**config.mk**
```make
export PLATFORM = sky130hd
export DESIGN_NAME = uart_tx_arbiter
export DESIGN_NICKNAME = d
export VERILOG_FILES = /design/src/rtl/uart_tx_arbiter.sv
export SDC_FILE = /design/constraint.sdc
export NUM_CORES = 1
export LEC_CHECK = 0
export ABC_AREA = 1
export ABC_CLOCK_PERIOD_IN_PS = 2300
export BUFFER_PORTS_ARGS = -buffer_cell sky130_fd_sc_hd__buf_2
export CAP_MARGIN = 20
export CORE_MARGIN = 5
export CORE_UTILIZATION = 50
export CTS_CLUSTER_SIZE = 10
export DETAILED_ROUTE_END_ITERATION = 7
export GPL_ROUTABILITY_DRIVEN = 0
export GPL_TIMING_DRIVEN = 0
export PLACE_DENSITY = 0.86
export REMOVE_ABC_BUFFERS = 1
export SLEW_MARGIN = 0
export SYNTH_ARGS = -nofsm -noshare
export SYNTH_HDL_FRONTEND = slang
export SYNTH_SLANG_ARGS = --single-unit
export TNS_END_PERCENT = 10
```
**constraint.sdc**
```tcl
create_clock -name clk -period 2.3 [get_ports clk]
set_input_delay 0.46 -clock clk [delete_from_list [all_inputs] [get_ports clk]]
set_output_delay 0.46 -clock clk [all_outputs]
set_load 0.02 [all_outputs]
```
**src/rtl/uart_tx_arbiter.sv**
```systemverilog
// rtl/uart_tx_arbiter.sv - packet-granular round-robin arbiter sharing one UART TX path
//
// Purpose:
//   N_REQ client requesters share the single write port of a UART transmit FIFO.
//   A grant is given round-robin and held for a whole packet: it ends on the
//   requester's last byte, after MAX_PKT bytes, or when the requester drops req.
//   Each byte takes a SEND cycle (strobe issued) followed by a GAP cycle, so that
//   tx_full has settled before the next write. All outputs are registered.
//
// Optional feature (macro UART_ARB_TAG_EN):
//   When defined, every grant starts with a header byte 8'hA0 | g written through
//   a TAG state (no req_ack, not counted toward MAX_PKT).
//
// Ports:
//   clk       in   system clock
//   Reset     in   asynchronous active-high reset
//   req       in   [N_REQ]        per-requester byte valid, held until req_ack
//   req_data  in   [N_REQ*DATA_W] byte of requester i at [i*DATA_W +: DATA_W]
//   req_last  in   [N_REQ]        marks req_data as last byte of packet
//   req_ack   out  [N_REQ]        one-cycle pulse, byte of requester i taken
//   grant     out  [N_REQ]        one-hot owner of the TX path, 0 when idle
//   wr_uart   out                 one-cycle write strobe to the UART TX FIFO
//   w_data    out  [DATA_W]       byte to the UART, valid while wr_uart=1
//   tx_full   in                  UART TX FIFO full
//   busy      out                 high whenever the FSM is not idle

module uart_tx_arbiter #(
  parameter int N_REQ   = 4,
  parameter int DATA_W  = 8,
  parameter int MAX_PKT = 16
) (
  input  logic                      clk,
  input  logic                      Reset,
  input  logic [N_REQ-1:0]          req,
  input  logic [N_REQ*DATA_W-1:0]   req_data,
  input  logic [N_REQ-1:0]          req_last,
  output logic [N_REQ-1:0]          req_ack,
  output logic [N_REQ-1:0]          grant,
  output logic                      wr_uart,
  output logic [DATA_W-1:0]         w_data,
  input  logic                      tx_full,
  output logic                      busy
);

  localparam int IDX_W = (N_REQ > 1) ? $clog2(N_REQ) : 1;
  localparam int CNT_W = $clog2(MAX_PKT + 1);

`ifdef UART_ARB_TAG_EN
  typedef enum logic [1:0] {S_IDLE, S_SEND, S_GAP, S_TAG} state_t;
`else
  typedef enum logic [1:0] {S_IDLE, S_SEND, S_GAP} state_t;
`endif

  state_t              state_q, state_d;
  logic [IDX_W-1:0]    rr_ptr_q, rr_ptr_d;
  logic [IDX_W-1:0]    gidx_q, gidx_d;
  logic [CNT_W-1:0]    byte_cnt_q, byte_cnt_d;
  logic                last_q, last_d;
  logic [N_REQ-1:0]    grant_q, grant_d;
  logic [N_REQ-1:0]    req_ack_q, req_ack_d;
  logic                wr_uart_q, wr_uart_d;
  logic [DATA_W-1:0]   w_data_q, w_data_d;
  logic                busy_q, busy_d;

  // Round-robin pick: first requester at or above rr_ptr, wrapping.
  logic                found;
  logic [IDX_W-1:0]    pick;
  logic [IDX_W-1:0]    k_idx;
  int                  k;

  always_comb begin
    found = 1'b0;
    pick  = '0;
    k     = 0;
    k_idx = '0;
    for (int i = 0; i < N_REQ; i++) begin
      k     = (int'(rr_ptr_q) + i) % N_REQ;
      k_idx = IDX_W'(k);
      if (!found && req[k_idx]) begin
        found = 1'b1;
        pick  = k_idx;
      end
    end
  end

  logic release_grant;

  always_comb begin
    state_d       = state_q;
    rr_ptr_d      = rr_ptr_q;
    gidx_d        = gidx_q;
    byte_cnt_d    = byte_cnt_q;
    last_d        = last_q;
    grant_d       = grant_q;
    req_ack_d     = '0;
    wr_uart_d     = 1'b0;
    w_data_d      = w_data_q;
    release_grant = 1'b0;

    case (state_q)
      S_IDLE: begin
        if (found) begin
          gidx_d     = pick;
          grant_d    = N_REQ'(1) << pick;
          byte_cnt_d = '0;
          last_d     = 1'b0;
`ifdef UART_ARB_TAG_EN
          state_d    = S_TAG;
`else
          state_d    = S_SEND;
`endif
        end
      end

`ifdef UART_ARB_TAG_EN
      // Header byte identifies the owner; it carries no requester data, so no ack.
      S_TAG: begin
        if (!tx_full) begin
          wr_uart_d = 1'b1;
          w_data_d  = DATA_W'(8'hA0 | 8'(gidx_q));
          last_d    = 1'b0;
          state_d   = S_GAP;
        end
      end
`endif

      S_SEND: begin
        if (!req[gidx_q]) begin
          release_grant = 1'b1;
        end else if (!tx_full) begin
          wr_uart_d         = 1'b1;
          w_data_d          = req_data[int'(gidx_q)*DATA_W +: DATA_W];
          req_ack_d[gidx_q] = 1'b1;
          byte_cnt_d        = byte_cnt_q + 1'b1;
          last_d            = req_last[gidx_q];
          state_d           = S_GAP;
        end
      end

      // One dead cycle so tx_full reflects the write just issued.
      S_GAP: begin
        if (last_q || (byte_cnt_q == CNT_W'(MAX_PKT))) begin
          release_grant = 1'b1;
        end else begin
          state_d = S_SEND;
        end
      end

      default: begin
        state_d = S_IDLE;
      end
    endcase

    if (release_grant) begin
      grant_d  = '0;
      rr_ptr_d = (gidx_q == IDX_W'(N_REQ - 1)) ? '0 : gidx_q + 1'b1;
      state_d  = S_IDLE;
    end

    busy_d = (state_d != S_IDLE);
  end

  always_ff @(posedge clk or posedge Reset) begin
    if (Reset) begin
      state_q    <= S_IDLE;
      rr_ptr_q   <= '0;
      gidx_q     <= '0;
      byte_cnt_q <= '0;
      last_q     <= 1'b0;
      grant_q    <= '0;
      req_ack_q  <= '0;
      wr_uart_q  <= 1'b0;
      w_data_q   <= '0;
      busy_q     <= 1'b0;
    end else begin
      state_q    <= state_d;
      rr_ptr_q   <= rr_ptr_d;
      gidx_q     <= gidx_d;
      byte_cnt_q <= byte_cnt_d;
      last_q     <= last_d;
      grant_q    <= grant_d;
      req_ack_q  <= req_ack_d;
      wr_uart_q  <= wr_uart_d;
      w_data_q   <= w_data_d;
      busy_q     <= busy_d;
    end
  end

  assign grant   = grant_q;
  assign req_ack = req_ack_q;
  assign wr_uart = wr_uart_q;
  assign w_data  = w_data_q;
  assign busy    = busy_q;

endmodule
```
==> flow_summary.json, run 1 <==
{
  "final.setup_skew_ns": 0.00299,
  "dieWidth_um": 73.6,
  "end_kind": "flip-flop",
  "crit_required_ns": 2.50,
  "rsz0062_at_grt": "false",
  "grt_pass1_vias": 1976,
  "hold_violations": 0,
  "leakage_power_of_the_design_nw": 1.38,
  "postCtsResizedCells": 0,
  "cts_hold_buf": 0,
  "synth_sequential_area_ratio": 0.372,
  "ctsLongestPathBuffers": 2,
  "die-area_um2": 5410,
  "avgViaCountPerCell": 5.12,
  "initial_utilization": 0.509,
  "synth_seq_cells": 30,
  "final_design_area_no_fill_um2": 2450,
  "die_height_um": 73.6,
  "clock.fmax_mhz": 483,
  "ff_latch_area_um2": 753,
  "timing.setup.critical_path_class": "flip-flop to flip-flop",
  "drc": 0,
  "setup-tns-final_ns": 0,
  "globalRoute.totalOverflow": 0,
  "run_status": "finished, final reports clean",
  "clk_latency_ns": 0.28,
  "min_path_type": "input pin to async pin",
  "numClockSinks": 30,
  "fp.coreArea_um2": 3970,
  "switching_share": 0.516,
  "placement.cell_area_um2": 2360,
  "cts_setup_buffers": 0,
  "postSynthAreaPerCell_um2": 6.94,
  "p_sw_mw": 1.79,
  "area_used_by_multi_input_combinational_logic_um2": 1100,
  "worst-slew-pin-transition_ns": 0.625,
  "fp-row-count": 23,
  "grt_first_pass_wirelength_mm": 8.16,
  "syn_inst": 291,
  "relSlewSlack": 0.583,
  "synth.cell_area_um2": 2020,
  "number_of_antenna_violations_at_the_first_check_in_global_routing": 0,
  "cp-start-kind": "flip-flop",
  "critical_path.max_fanout": 24,
  "clkPwrFrac": 0.125,
  "grt_use_total": 0.193,
  "synth.distinct_cells": 27,
  "i_o_pins": 61,
  "num_vias": 2057,
  "seq_power_share": 0.284,
  "setup.reg_to_reg.worst_slack_ns": 0.23,
  "detail_route.first_pass.iterations": 5,
  "cts-buffers-inserted": 5,
  "min_period_over_period": 0.901,
  "dp_hpwl_mm": 3.73,
  "power.internal_mw": 1.68,
  "yosysWarningCount": 0,
  "cts_tree": "done",
  "vdd.ir_drop.worst_mv": 0.760,
  "cts.reportedPaths.clkPinSlew_ns": 0.06,
  "number_of_levels_in_the_clock_h_tree": 2,
  "cts.root.buffer_cell": "clkbuf_8",
  "grt_max_degree": 25,
  "fin_hold_ws_ns": 0.252,
  "timing.final.crit_period_ns": 2.07,
  "relative_area_change_from_synthesis_to_final_layout_pct": 21.2,
  "synth_top_area_cell": "dfrtp_1",
  "final-max-slew-violation-count": 0,
  "cap_violations": 0,
  "n_antenna_cell": 0,
  "numPortBuffers": 60,
  "netlist.area_leader.share": 0.372,
  "postRouteWirelength_mm": 4.88,
  "pwr-share-comb": 0.591,
  "cellPowerDensity_nw_per_um2": 1420,
  "final_net_count": 404,
  "setup_violations": 0,
  "drtAntennaViolNets": 0,
  "n_fill_cell": 377,
  "layout_cell_share_with_drive_strength_beyond_1": 0.259,
  "wl_per_cell_um": 12.1,
  "worstPathArrival_ns": 2.27,
  "synth.top_cells.by_area": "dfrtp_1 37%, nand2_1 15%, nor2_1 10%, ha_1 6.2%, o21ai_0 5.4%",
  "first_iter_violations": 137
}
[cell usage in the layout, fill, tap and decap left out, types with 4 or more instances in the layout]
| cell | Yosys | final |
|---|---|---|
| inv_1 | 26 | 26 |
| dfrtp_1 | 30 | 28 |
| nand2_1 | 83 | 83 |
| a31oi_1 | 9 | 9 |
| clkbuf_8 | 0 | 6 |
| buf_2 | 4 | 60 |
| nor2_1 | 55 | 55 |
| ha_1 | 10 | 10 |
| inv_2 | 6 | 6 |
| a21oi_1 | 4 | 4 |
| nand2_2 | 5 | 5 |
| nand3_1 | 14 | 14 |
| o21ai_0 | 22 | 22 |
[power by group through the flow]
stage / sequential (mW) / combinational, mW / clock (mW)
floorplan: 1.07 / 1.45 / 0
global placement: 0.980 / 1.98 / 0
detailed placement: 0.987 / 2.06 / 0
CTS: 0.980 / 2.07 / 0.443
global route: 1.02 / 2.35 / 0.464
finish: 0.988 / 2.05 / 0.436
[sequential cells by signal, summed over array words and instances (netlist names), 2 cells and up]
register,flops
w_data,8
req_ack,4
state_q,2
gidx_q,2
grant,4
byte_cnt_q,5
rr_ptr_q,2
[path summary, 6_finish.rpt]
| path | from | end | cells past startpoint |
|---|---|---|---|
| min in group clk | grant[1] | grant[1] | 2 |
| max reg2reg | gidx_q[0] | w_data[4] | 9 |
| max in group asynchronous | Reset | state_q[1] | 3 |
| min | Reset | req_ack[0] | 2 |
| min reg2reg | grant[1] | grant[1] | 2 |
| max | gidx_q[0] | w_data[4] | 9 |
[cell type report]
| class | instances | share of cell area |
|---|---|---|
| multi-input cells | 220 | 0.449 |
| flip-flops and latches | 30 | 0.307 |
| repair buffers | 61 | 0.129 |
| inverters | 33 | 0.0516 |
| clock buffers | 7 | 0.0352 |
| well taps | 50 | 0.0255 |
| clock inverters | 1 | 0.00204 |
[per-stage QoR]
step           utilization  power [mW]  setup slack [ns]  instances
2_1_floorplan            -        2.53             0.545        283
3_3_place_gp         0.589        2.96            0.0889        393
3_5_place_dp         0.593        3.05            0.0544        394
4_1_cts              0.616        3.49            0.0213        402
5_1_grt              0.617        3.84            0.0367        402
6_report             0.617        3.48             0.229        402
[cells in the mapped netlist (all sizes together)]
master  count
a31oi       9
buf         5
nand4       2
a21boi      1
inv        33
nand2      91
ha         10
xor2        3
nand3      16
dfrtp      30
clkbuf      3
o21ai      26
a221oi      1
nor2       57
a21oi       4
[cell families after synthesis]
group | share of synthesized area
flip-flops | 0.372
buffers and inverters | 0.0836
AO/OA/AOI/OAI | 0.114
XOR/XNOR | 0.0130
AND/OR/NAND/NOR | 0.356
adder cells (fa/ha/maj) | 0.0619
[worst max-delay path, stage by stage (launching register included)]
cell     delay (ns)
dfrtp_2        0.57
inv_2          0.35
nand2_1        0.09
nand3_1        0.08
nand2_1        0.10
nor2_1         0.15
nand2_2        0.13
inv_2          0.27
nor2_1         0.09
a31oi_1        0.15
[routing by layer]
metal / wire (um) / vias up / part of all wire / global-route usage
met5: 0 / - / 0 / 0
met4: 145 / 0 / 0.030 / 0.0986
met3: 246 / 17 / 0.050 / 0.0274
met2: 2530 / 70 / 0.52 / 0.357
met1: 1950 / 941 / 0.40 / 0.212
li1: - / 1029 / - / -
No activity file was read; power rests on OpenSTA's default activity.
==> run 2, diff against run 1 <==
- CORE_ASPECT_RATIO: unset -> 2
- GPL_TIMING_DRIVEN: 0 -> unset
- SLEW_MARGIN: 0 -> 10
==> run 2 against run 1 <==
Net effect:
- fmax grew 11%
- worst setup slack gained 0.20 ns
- wire length rose by 8.4%
- flip-flop and latch count is the same
- via count is 1.8% higher
- final cell count up 1.0%
- first-iteration DRC count fell by 64%
- sequential power down 5.0%
- sequential share of layout area decreased by 0.32 points
- register-to-register slack better by 0.20 ns
- clock skew rose by 0.0041 ns
- largest power group unchanged
==> flow_summary.json, run 2 (same netlist as run 1, synthesis figures left out) <==
{
  "run_status": "finished, final reports clean",
  "first_iter_violations": 49,
  "final_net_count": 407,
  "initial_utilization": 0.520,
  "end_kind": "flip-flop",
  "dp_hpwl_mm": 4.00,
  "clkPwrFrac": 0.123,
  "cts-buffers-inserted": 5,
  "grt_first_pass_wirelength_mm": 8.80,
  "postCtsResizedCells": 0,
  "largest_reg_flops": 8,
  "cts.reportedPaths.clkPinSlew_ns": 0.07,
  "worst_path_max_delay_cell": "dfrtp_1",
  "grt_max_degree": 31,
  "crit_required_ns": 2.50,
  "relSlewSlack": 0.680,
  "die_height_um": 99.9,
  "final_cell_mix": "83 x nand2_1, 60 x buf_2, 55 x nor2_1",
  "number_of_levels_in_the_clock_h_tree": 2,
  "power.internal_mw": 1.71,
  "drc": 0,
  "grt_use_total": 0.218,
  "grt_pass1_vias": 2129,
  "cts_setup_buffers": 0,
  "ctsLongestPathBuffers": 2,
  "worstPathArrival_ns": 2.07,
  "setup-tns-final_ns": 0,
  "cts_hold_buf": 0,
  "n_antenna_cell": 0,
  "critPathMaxStageDelay_ns": 0.64,
  "seq_power_share": 0.263,
  "switching_share": 0.521,
  "placement.cell_area_um2": 2370,
  "globalRoute.totalOverflow": 0,
  "clock.fmax_mhz": 535,
  "num_vias": 2093,
  "reg2reg_depth": 8,
  "min_path_type": "input pin to async pin",
  "worst-slew-pin-transition_ns": 0.480,
  "dieWidth_um": 55.0,
  "cellPowerDensity_nw_per_um2": 1450,
  "critical_path.max_fanout": 19,
  "relative_area_change_from_synthesis_to_final_layout_pct": 22.1,
  "die-area_um2": 5490,
  "number_of_antenna_violations_at_the_first_check_in_global_routing": 0,
  "mostFrequentLayoutCell": "nand2_1",
  "avgViaCountPerCell": 5.16,
  "wl_per_cell_um": 13.0,
  "pre_cts_ws_ns": 0.450,
  "final-max-slew-violation-count": 0,
  "numClockSinks": 30,
  "cp_num_cells": 8,
  "crit_path_frequent_cell": "nor2_1",
  "leakage_power_of_the_design_nw": 1.39,
  "timing.final.crit_period_ns": 1.87,
  "final_design_area_no_fill_um2": 2470,
  "fp.coreArea_um2": 3880,
  "cap_violations": 0,
  "worstPathCellList": "inv_1 > nand3_1 > nand2_1 > nor2_1 > nand2_2 > inv_2 > nor2_1 > a31oi_1",
  "timing.setup.critical_path_class": "flip-flop to flip-flop",
  "vdd.ir_drop.worst_mv": 0.719,
  "setup_ws_ns": 0.429,
  "cts_tree": "done",
  "dominant_delay_contributor_by_cell_family_on_the_critical_path": "flip-flops",
  "postRouteWirelength_mm": 5.29,
  "fp-row-count": 32,
  "min_period_over_period": 0.813,
  "p_sw_mw": 1.86,
  "i_o_pins": 61,
  "clk_latency_ns": 0.29,
  "detail_route.first_pass.iterations": 4,
  "numPortBuffers": 60,
  "cp.buffers_inverters": 2,
  "cp-start-kind": "flip-flop",
  "drtAntennaViolNets": 0,
  "cts.root.buffer_cell": "clkbuf_8",
  "final.setup_skew_ns": 0.00711,
  "pwr-share-comb": 0.614,
  "hold_violations": 0,
  "rsz0062_at_grt": "false",
  "setup_violations": 0,
  "layout_cell_share_with_drive_strength_beyond_1": 0.262
}
-- run 2: changes by cell type in the layout (fill, tap and decap cells not counted), sizes merged --
cell / before / now
buf: 61 / 64
clkinvlp: 0 / 1
clkbuf: 7 / 6
-- run 2: cell type report --
| type | instances | area [um2] |
|---|---|---|
| Multi-Input combinational cell | 220 | 1100 |
| Sequential cell | 30 | 751 |
| Clock buffer | 6 | 82.6 |
| Fill cell | 361 | 1420 |
| Clock inverter | 2 | 12.5 |
| Timing Repair Buffer | 64 | 330 |
| Inverter | 33 | 126 |
| Tap cell | 51 | 63.8 |
-- run 2: path summary, 6_finish.rpt --
path	start	slack, ns	end
max	gidx_q[1]	0.43	w_data[7]
min	Reset	0.24	byte_cnt_q[3]
max reg2reg	gidx_q[1]	0.43	w_data[7]
min reg2reg	grant[1]	0.47	grant[1]
max in group asynchronous	Reset	1.79	state_q[0]
min in group clk	grant[1]	0.47	grant[1]
-- run 2: per-stage QoR --
stage	total power, mW	cells	hold slack [ns]	util
2_1_floorplan	2.53	283	0.449	-
3_3_place_gp	3.05	398	0.460	0.611
3_5_place_dp	3.12	398	0.460	0.611
4_1_cts	3.59	406	0.238	0.635
5_1_grt	3.94	406	0.265	0.635
6_report	3.58	406	0.239	0.635
-- run 2: layer usage --
| layer | routed length [um] | global-route usage | vias to the layer above |
|---|---|---|---|
| met5 | 0 | 0 | - |
| met4 | 371 | 0.167 | 0 |
| met3 | 194 | 0.0401 | 30 |
| met2 | 2840 | 0.377 | 72 |
| met1 | 1880 | 0.211 | 951 |
| li1 | - | - | 1040 |
-- run 2: worst reg2reg max path, cell delays in order (launching register included) --
cell and delay [ns]:
dfrtp_1 0.64, inv_1 0.13, nand3_1 0.11, nand2_1 0.10, nor2_1 0.17, nand2_2 0.13
inv_2 0.26, nor2_1 0.07, a31oi_1 0.17
-- run 2: power groups by stage --
| stage | clock [mW] | combinational (mW) | sequential, mW |
|---|---|---|---|
| floorplan | 0 | 1.45 | 1.07 |
| global placement | 0 | 2.11 | 0.936 |
| detailed placement | 0 | 2.17 | 0.946 |
| CTS | 0.455 | 2.20 | 0.937 |
| global route | 0.481 | 2.50 | 0.963 |
| finish | 0.441 | 2.20 | 0.939 |
==> run 3, diff against run 2 <==
- ABC_CLOCK_PERIOD_IN_PS: 2300 -> 1550
- CORE_UTILIZATION: 50 -> 47
- PLACE_DENSITY: 0.86 -> 0.85
- clock period: 2.3 -> 1.55 ns (I/O delays scaled with it)
==> run 3 against run 2 <==
Net effect:
- the flow now finishes with violations (setup timing)
- utilization is 3.3 points higher
- via count rose by 5.1%
- sequential power rose by 38%
- global-route usage is 0.49 points lower
- register-to-register slack worse by 0.54 ns
- critical endpoint is now grant[1]
- largest cell class unchanged
==> flow_summary.json, run 3 (same netlist as run 1, synthesis figures left out) <==
{
  "run_status": "finished, violations left",
  "violations_in_the_final_reports": "setup timing",
  "avgViaCountPerCell": 5.19,
  "numPortBuffers": 60,
  "vdd.ir_drop.worst_mv": 1.18,
  "hold_violations": 0,
  "p_sw_mw": 3.20,
  "reg2reg_depth": 12,
  "grt_use_total": 0.213,
  "dieWidth_um": 56.4,
  "groute.layer.met3.usage": 0.0326,
  "final_net_count": 424,
  "drc": 0,
  "ctsLongestPathBuffers": 2,
  "drtAntennaViolNets": 0,
  "cts.reportedPaths.clkPinSlew_ns": 0.07,
  "leakage_power_of_the_design_nw": 1.52,
  "cts_tree": "done",
  "clk_latency_ns": 0.29,
  "relSlewSlack": 0.740,
  "cap_violations": 0,
  "rsz0062_at_grt": "true",
  "numClockSinks": 30,
  "i_o_pins": 61,
  "grt_max_degree": 31,
  "timing.final.crit_period_ns": 1.66,
  "grt_first_pass_wirelength_mm": 9.67,
  "cp-start-kind": "flip-flop",
  "num_vias": 2200,
  "fp-row-count": 33,
  "pwr-share-comb": 0.648,
  "dp_hpwl_mm": 4.36,
  "fp.coreArea_um2": 4130,
  "globalRoute.totalOverflow": 0,
  "clock.fmax_mhz": 603,
  "final.setup_skew_ns": 0.00932,
  "min_period_over_period": 1.07,
  "first_iter_violations": 72,
  "die-area_um2": 5790,
  "end_kind": "flip-flop",
  "timing.setup.critical_path_class": "flip-flop to flip-flop",
  "die_height_um": 103,
  "worstPathArrival_ns": 1.84,
  "final-max-slew-violation-count": 0,
  "relative_area_change_from_synthesis_to_final_layout_pct": 36.7,
  "grt.met2_usage": 0.401,
  "setup_ws_ns": -0.109,
  "min_path_type": "input pin to async pin",
  "cellPowerDensity_nw_per_um2": 2370,
  "layout_cell_share_with_drive_strength_beyond_1": 0.366,
  "busiest_layer_in_global_routing": "met2",
  "number_of_levels_in_the_clock_h_tree": 2,
  "worst-slew-pin-transition_ns": 0.389,
  "setup.reg_to_reg.worst_slack_ns": -0.11,
  "cts-buffers-inserted": 5,
  "clkPwrFrac": 0.153,
  "detail_route.first_pass.iterations": 4,
  "wl_per_cell_um": 13.8,
  "timing.rr.end": "grant[1]",
  "timing.rr.start": "rr_ptr_q[0]",
  "mostFrequentLayoutCell": "nand2_1",
  "initial_utilization": 0.489,
  "crit_required_ns": 1.73,
  "postRouteWirelength_mm": 5.84,
  "grt_pass1_vias": 2163,
  "largest_reg_flops": 8,
  "number_of_antenna_violations_at_the_first_check_in_global_routing": 0,
  "final_cell_mix": "68 x nand2_1, 60 x buf_2, 52 x nor2_1",
  "switching_share": 0.491,
  "pre_cts_ws_ns": -0.0582,
  "n_antenna_cell": 0,
  "power.internal_mw": 3.33,
  "fin_hold_ws_ns": 0.0785,
  "met1_grt_util": 0.211,
  "cts.root.buffer_cell": "clkbuf_8",
  "setup_violations": 14,
  "seq_power_share": 0.199,
  "critical_path.max_fanout": 6
}
==> run 3: changes by cell type in the layout (fill, tap and decap cells not counted), moves of 2 or more <==
cell / delta
buf_4: +15
nand2_1: -15
nand2_2: +12
inv_1: -3
inv_4: +3
nand2_4: +3
nand3_1: -3
nor2_1: -3
buf_6: +2
bufinv_16: +2
nand3_2: +2
nor2_4: +2
o21ai_0: -2
==> run 3: final cells by class <==
type                       instances  area (um2)
inverter                          33         139
clock inverter                     2        60.1
fill                             360        1370
sequential                        30         752
tap                               52        65.1
multi-input combinational        220        1200
clock buffer                       6        82.6
timing repair buffer              81         465
==> run 3: worst max path at each step <==
stage                startpoint       endpoint  slack (ns)  cells past startpoint
finish              rr_ptr_q[0]       grant[1]       -0.11                     12
global route        rr_ptr_q[0]  byte_cnt_q[3]       -0.20                     13
CTS                 rr_ptr_q[0]  byte_cnt_q[3]       -0.01                     13
detailed placement  rr_ptr_q[0]      gidx_q[0]       -0.06                      9
global placement      gidx_q[0]  byte_cnt_q[0]       0.008                      9
floorplan             gidx_q[0]         last_q       -0.20                     11
==> run 3: repair_timing <==
action	CTS	global route
pin swaps	0	13
setup buffers	0	3
setup endpoints to repair	15	24
hold buffers	0	0
gates resized for setup	7	37
==> run 3: worst max-delay path, cell delays in order (launching register included) <==
cell	delay (ns)
dfrtp_1	0.41
buf_6	0.15
buf_6	0.12
nand2_1	0.07
nand2_2	0.08
nand2_1	0.07
nand2_1	0.08
a21oi_1	0.14
nand2_1	0.06
nand2_1	0.14
nor2_1	0.08
nand2_1	0.07
nand2_1	0.05
==> run 3: power groups by stage <==
stage | Clock, mW | Combinational [mW] | Sequential (mW)
after global routing | 1.03 | 4.70 | 1.33
final | 0.998 | 4.23 | 1.30
after detailed placement | 0 | 3.66 | 1.30
after global placement | 0 | 3.53 | 1.28
after floorplan | 0 | 2.16 | 1.59
after CTS | 1.01 | 3.74 | 1.29
==> run 3: layer usage <==
| metal | part of all wire | routed length, um | up-vias |
|---|---|---|---|
| li1 | - | - | 1077 |
| met1 | 0.34 | 1970 | 1022 |
| met2 | 0.56 | 3300 | 76 |
| met3 | 0.047 | 272 | 25 |
| met4 | 0.052 | 302 | 0 |
| met5 | 0 | 0 | - |
==> run 3: through the flow <==
step	area (um2)	TNS, ns	instances	utilization	total power [mW]
6_report	2760	-1.05	424	0.669	6.53
5_1_grt	2760	-2.46	424	0.669	7.06
4_1_cts	2640	-0.0496	421	0.639	6.04
3_5_place_dp	2480	-0.334	413	0.600	4.96
3_3_place_gp	2480	0	413	0.600	4.81
2_1_floorplan	1980	-4.04	283	-	3.75
